## src/rtl/uart_pkg.sv

```systemverilog
// Shared types and helpers for the parametrised UART transmitter.
package uart_pkg;

  typedef enum logic [1:0] {
    PAR_NONE = 2'd0,
    PAR_EVEN = 2'd1,
    PAR_ODD  = 2'd2
  } parity_e;

  typedef enum logic [2:0] {
    IDLE,
    START,
    DATA,
    PARITY,
    STOP,
    BREAK
  } tx_state_e;

  localparam logic IDLE_LEVEL    = 1'b1;
  localparam int   MAX_DATA_BITS = 9;

  // Narrower words are zero-extended; the extra zeros leave the XOR unchanged.
  function automatic logic parity_bit(input logic [MAX_DATA_BITS-1:0] data,
                                      input parity_e mode);
    case (mode)
      PAR_EVEN: return ^data;
      PAR_ODD:  return ~^data;
      default:  return 1'b0;
    endcase
  endfunction

endpackage

```

## src/rtl/sync_fifo.sv

```systemverilog
// Single-clock FIFO: valid/ready push, pop strobe, registered occupancy.
module sync_fifo #(
  parameter int WIDTH = 8,
  parameter int DEPTH = 4
) (
  input  logic                         clk,
  input  logic                         rst_n,
  input  logic [WIDTH-1:0]             push_data,
  input  logic                         push_valid,
  output logic                         push_ready,
  input  logic                         pop,
  output logic [WIDTH-1:0]             pop_data,
  output logic [$clog2(DEPTH+1)-1:0]   level
);

  localparam int PTR_W = $clog2(DEPTH);
  localparam int LVL_W = $clog2(DEPTH + 1);

  if (DEPTH < 2 || (DEPTH & (DEPTH - 1)) != 0) begin : g_bad_depth
    $error("sync_fifo: DEPTH must be a power of two and at least 2");
  end

  logic [WIDTH-1:0] mem [DEPTH];
  logic [PTR_W-1:0] wr_ptr;
  logic [PTR_W-1:0] rd_ptr;
  logic             do_push;
  logic             do_pop;

  assign push_ready = (level != LVL_W'(DEPTH));
  assign do_push    = push_valid && push_ready;
  // Pop is qualified by the pre-edge level, so a word never falls through.
  assign do_pop     = pop && (level != '0);
  assign pop_data   = mem[rd_ptr];

  always_ff @(posedge clk) begin
    if (do_push) mem[wr_ptr] <= push_data;
  end

  always_ff @(posedge clk or negedge rst_n) begin
    if (!rst_n) begin
      wr_ptr <= '0;
      rd_ptr <= '0;
      level  <= '0;
    end else begin
      if (do_push) wr_ptr <= wr_ptr + PTR_W'(1);
      if (do_pop)  rd_ptr <= rd_ptr + PTR_W'(1);
      case ({do_push, do_pop})
        2'b10:   level <= level + LVL_W'(1);
        2'b01:   level <= level - LVL_W'(1);
        default: level <= level;
      endcase
    end
  end

endmodule

```

## src/rtl/uart_tx_fifo.sv

```systemverilog
// UART transmitter with input FIFO, configurable frame format and break
// generation; paced by an external one-cycle bit-rate tick.
module uart_tx_fifo #(
  parameter int                DATA_BITS  = 8,
  parameter uart_pkg::parity_e PARITY     = uart_pkg::PAR_EVEN,
  parameter int                STOP_BITS  = 1,
  parameter int                FIFO_DEPTH = 4,
  parameter int                BREAK_BITS = 13
) (
  input  logic                              clk,
  input  logic                              rst_n,
  input  logic                              tick,
  input  logic [DATA_BITS-1:0]              tx_data,
  input  logic                              tx_valid,
  output logic                              tx_ready,
  input  logic                              break_req,
  output logic                              tx,
  output logic                              busy,
  output logic [$clog2(FIFO_DEPTH+1)-1:0]   fifo_level
);

  import uart_pkg::*;

  localparam int CNT_MAX = (DATA_BITS > BREAK_BITS) ? DATA_BITS : BREAK_BITS;
  localparam int CNT_W   = $clog2(CNT_MAX + 1);
  localparam logic [CNT_W-1:0] LAST_DATA  = CNT_W'(DATA_BITS - 1);
  localparam logic [CNT_W-1:0] LAST_STOP  = CNT_W'(STOP_BITS - 1);
  localparam logic [CNT_W-1:0] LAST_BREAK = CNT_W'(BREAK_BITS - 1);

  if (DATA_BITS < 5 || DATA_BITS > MAX_DATA_BITS) begin : g_bad_data_bits
    $error("uart_tx_fifo: DATA_BITS must be in 5..9");
  end
  if (STOP_BITS != 1 && STOP_BITS != 2) begin : g_bad_stop_bits
    $error("uart_tx_fifo: STOP_BITS must be 1 or 2");
  end

  tx_state_e            state;
  logic [CNT_W-1:0]     cnt;
  logic [DATA_BITS-1:0] shreg;
  logic                 par;
  logic [DATA_BITS-1:0] head;
  logic                 fifo_nonempty;
  logic                 frame_end;
  logic                 pop;

  assign fifo_nonempty = (fifo_level != '0);
  assign frame_end     = (state == STOP) && (cnt == LAST_STOP);
  // Break outranks queued data, both from IDLE and at the end of a frame.
  assign pop  = tick && fifo_nonempty && !break_req && ((state == IDLE) || frame_end);
  assign busy = (state != IDLE) || fifo_nonempty;

  sync_fifo #(
    .WIDTH (DATA_BITS),
    .DEPTH (FIFO_DEPTH)
  ) u_fifo (
    .clk        (clk),
    .rst_n      (rst_n),
    .push_data  (tx_data),
    .push_valid (tx_valid),
    .push_ready (tx_ready),
    .pop        (pop),
    .pop_data   (head),
    .level      (fifo_level)
  );

  always_ff @(posedge clk) begin
    if (pop) begin
      shreg <= head;
      par   <= parity_bit(MAX_DATA_BITS'(head), PARITY);
    end else if (tick && state == DATA) begin
      shreg <= shreg >> 1;
    end
  end

  always_ff @(posedge clk or negedge rst_n) begin
    if (!rst_n) begin
      state <= IDLE;
      tx    <= IDLE_LEVEL;
      cnt   <= '0;
    end else if (tick) begin
      unique case (state)
        IDLE: begin
          if (break_req) begin
            state <= BREAK;
            tx    <= 1'b0;
            cnt   <= '0;
          end else if (fifo_nonempty) begin
            state <= START;
            tx    <= 1'b0;
          end
        end
        START: begin
          state <= DATA;
          tx    <= shreg[0];
          cnt   <= '0;
        end
        DATA: begin
          if (cnt == LAST_DATA) begin
            cnt <= '0;
            if (PARITY != PAR_NONE) begin
              state <= uart_pkg::PARITY;
              tx    <= par;
            end else begin
              state <= STOP;
              tx    <= IDLE_LEVEL;
            end
          end else begin
            // shreg shifts on this same edge, so bit 1 is the next bit out.
            cnt <= cnt + CNT_W'(1);
            tx  <= shreg[1];
          end
        end
        uart_pkg::PARITY: begin
          state <= STOP;
          tx    <= IDLE_LEVEL;
          cnt   <= '0;
        end
        STOP: begin
          if (cnt == LAST_STOP) begin
            cnt <= '0;
            if (fifo_nonempty && !break_req) begin
              state <= START;
              tx    <= 1'b0;
            end else begin
              state <= IDLE;
            end
          end else begin
            cnt <= cnt + CNT_W'(1);
          end
        end
        BREAK: begin
          if (cnt == LAST_BREAK) begin
            state <= STOP;
            tx    <= IDLE_LEVEL;
            cnt   <= '0;
          end else begin
            cnt <= cnt + CNT_W'(1);
          end
        end
        default: begin
          state <= IDLE;
          tx    <= IDLE_LEVEL;
        end
      endcase
    end
  end

endmodule

```

## config.mk

```make
export PLATFORM = sky130hd
export DESIGN_NAME = uart_tx_fifo
export DESIGN_NICKNAME = d
export VERILOG_FILES = /design/src/rtl/uart_pkg.sv /design/src/rtl/sync_fifo.sv /design/src/rtl/uart_tx_fifo.sv
export SDC_FILE = /design/constraint.sdc
export NUM_CORES = 1
export LEC_CHECK = 0
export ABC_AREA = 1
export BUFFER_PORTS_ARGS = -buffer_cell sky130_fd_sc_hd__buf_2
export CAP_MARGIN = 20
export CORE_ASPECT_RATIO = 1.4
export CORE_MARGIN = 2
export CORE_UTILIZATION = 50
export DETAILED_ROUTE_END_ITERATION = 8
export PLACE_DENSITY = 0.68
export SYNTH_ARGS = -nofsm -noshare
export SYNTH_HDL_FRONTEND = slang
export SYNTH_HIERARCHICAL = 1
export SYNTH_SLANG_ARGS = --single-unit
```

## constraint.sdc

```tcl
create_clock -name clk -period 3.7 [get_ports clk]
set_clock_uncertainty 0.1 [all_clocks]
set_input_delay 0.555 -clock clk [delete_from_list [all_inputs] [get_ports clk]]
set_output_delay 0.555 -clock clk [all_outputs]
set_load 0.03 [all_outputs]
```

==> reports/qor.txt <==
status: finished clean
Leak: 1.453 nW
Slew HR: 48.50%
die width: 68.13 um
Max Clock Freq: 404.0 MHz
dpl hpwl: 3587 um
Root Driver: clkbuf_8
number of buffers added on ports: 18
clock sinks: 56
Post-CTS Resized: 0
leading area contributor after synthesis: edfxtp_1
Netlist cell types: 27
Routed WL: 4826 um
via count of the first global-routing pass: 1788
sequential cell area: 1608 um2
setup TNS: 0 ns
Max VDD drop: 0.3695 mV
ranking of synthesized cells by area: edfxtp_1 (43%), dfrtp_1 (12%), nand2_1 (12%)
placed instance count: 386
WP data required: 3.82 ns
layout cells sized above 1: 14.07%
final clock period utilization by the worst path: 66.90%
initial DRC count: 49
power per cell area: 770.7 nW/um2
synthesized flop and latch total: 56
GRT Total Usage: 16.80%
RSZ-0062 raised after global routing: false
Clock Tree Buf Depth: 2
nets: 347
Synth top area share: 42.76%
pre-CTS WS: 1.210 ns
RR Startpoint: cnt[0]
Non-Filler Instances: 395
crit path cell chain: inv_1 > ha_1 > nand2_1 > a21oi_1 > nand2_2 > inv_4 > nand2_1 > inv_1 > ha_1 > inv_1 > fa_1 > nand2_1 > nand3_1 > nand2_1 > nand2_1
prevailing post-synth register cell: edfxtp_1
FFs w/ async S/R, synth: 26.79%
Hold Fails Final Rpt: 0
count leader, synth: nand2_1
Crit Path Class: reg -> reg
Num CTS Buffers: 5
Worst path max stage delay: 0.42 ns
RD Place Congestion: 0.7732
num ports: 19
Pre-antenna DRT Iters: 5
ANT nets after route: 0
Synth warnings: 6
Worst-Skew Late Latency: 0.32 ns
number of synthesized flops with an enable pin: 41
Initial Utilization: 52.11%
initial antenna violation count: 0
Crit path top cell by count: nand2_1
Final Hold Slack: 0.03551 ns
Startpoint Class: register
CP Max Fanout: 12
Worst-Margin Slew: 0.7696 ns
number of filler cells placed in the layout: 514
Max Cap Viol: 0
TritonCTS clock tree: done
Final setup viols: 0
cell at the slowest stage of the critical path: dfrtp_1
synthesized cell area: 2879 um2
clk slew on worst S/H paths: 0.11 ns
Wirelength per Cell: 12.22 um
# hold bufs at CTS: 0
CTS H-tree depth: 2
postcts setup bufs: 0
Buf/Inv on CP: 4
total gr overflow: 0
commonest cells in the netlist: nand2_1 (93), inv_1 (47), edfxtp_1 (41)
Post-Syn Nets: 327
row count: 32
die height: 93.79 um
vias per cell: 5.005
CP arrival: 2.60 ns
CP Capture Type: register
core box area: 5525 um2
DR vias: 1977
register area share after synthesis: 55.85%
P&R area growth vs syn: 7.388%
crit path from: cnt[0]
Avg Cell Area, Syn: 9.409 um2
fin worst setup slack: 1.225 ns
post-synthesis cell count: 306
Crit path max-delay family: adder cells
largest net degree at the start of global routing: 34
# diodes: 0
minimum clock period: 2.475 ns
die area: 6390 um2
footprint of the multi-input gates: 1007 um2
HP Class: in -> async
Residual DRC: 0
global-route wire length before repair: 7810 um
Max Slew Vio Count: 0
[cell usage in the layout, fill, tap and decap left out, drive strengths merged]
cell type	instances
a21oi	4
dfstp	1
buf	19
o21ai	7
ha	7
edfxtp	41
clkinv	1
o211ai	16
inv	55
nand3	27
nand4	1
o21a	1
dfrtp	14
xor2	4
nor2	18
xnor2	6
nand2	99
fa	1
clkbuf	5
[where the power goes]
part / switching [mW] / leakage [nW] / internal [mW]
clock network: 0.209 / 0.0491 / 0.140
registers: 0.113 / 0.565 / 0.875
logic: 0.681 / 0.839 / 0.365
total: 1.00 / 1.45 / 1.38
[worst paths after layout]
check,cells past startpoint,endpoint,slack [ns]
max,15,u_fifo/level[2],1.22
min,1,state[2],0.04
max reg2reg,15,u_fifo/level[2],1.22
min reg2reg,2,tx,0.37
max in group asynchronous,1,tx,3.16
min in group clk,1,u_fifo/mem[2][6],0.35
[layout make-up]
cell class,count,area share [%]
Clock inverter,3,0.8499
Multi-Input combinational cell,191,32.58
Clock buffer,5,2.226
Sequential cell,56,52.00
Timing Repair Buffer,19,3.076
Inverter,53,6.516
Tap cell,68,2.752
[kinds of logic after synthesis]
family / share of synthesized area, %
AND/OR/NAND/NOR: 21.73
buffers and inverters: 9.170
flip-flops: 55.85
AO/OA/AOI/OAI: 6.476
XOR/XNOR: 3.042
adder cells (fa/ha/maj): 3.737
[metal layers]
layer | global-route usage (%) | part of all wire, % | vias up
li1 | - | - | 1026
met1 | 17.85 | 42 | 922
met2 | 31.07 | 54 | 23
met3 | 3.118 | 2.5 | 6
met4 | 7.167 | 1.7 | 0
met5 | 0 | 0 | -
[registers in the layout (all words and copies together), names as in the netlist]
signal,count
cnt,4
par,1
shreg,8
state,3
tx,1
u_fifo/level,3
u_fifo/mem,32
u_fifo/rd_ptr,2
u_fifo/wr_ptr,2
[per-stage QoR]
stage | utilization (%) | total power [mW] | cell area, um2
after floorplan | - | 1.862 | 2879
after global placement | 54.14 | 2.027 | 2992
after detailed placement | 54.14 | 2.058 | 2992
after CTS | 55.86 | 2.406 | 3087
after global routing | 55.96 | 2.584 | 3092
final | 55.96 | 2.383 | 3092
Note: power is estimated with default switching activity, not from simulation.
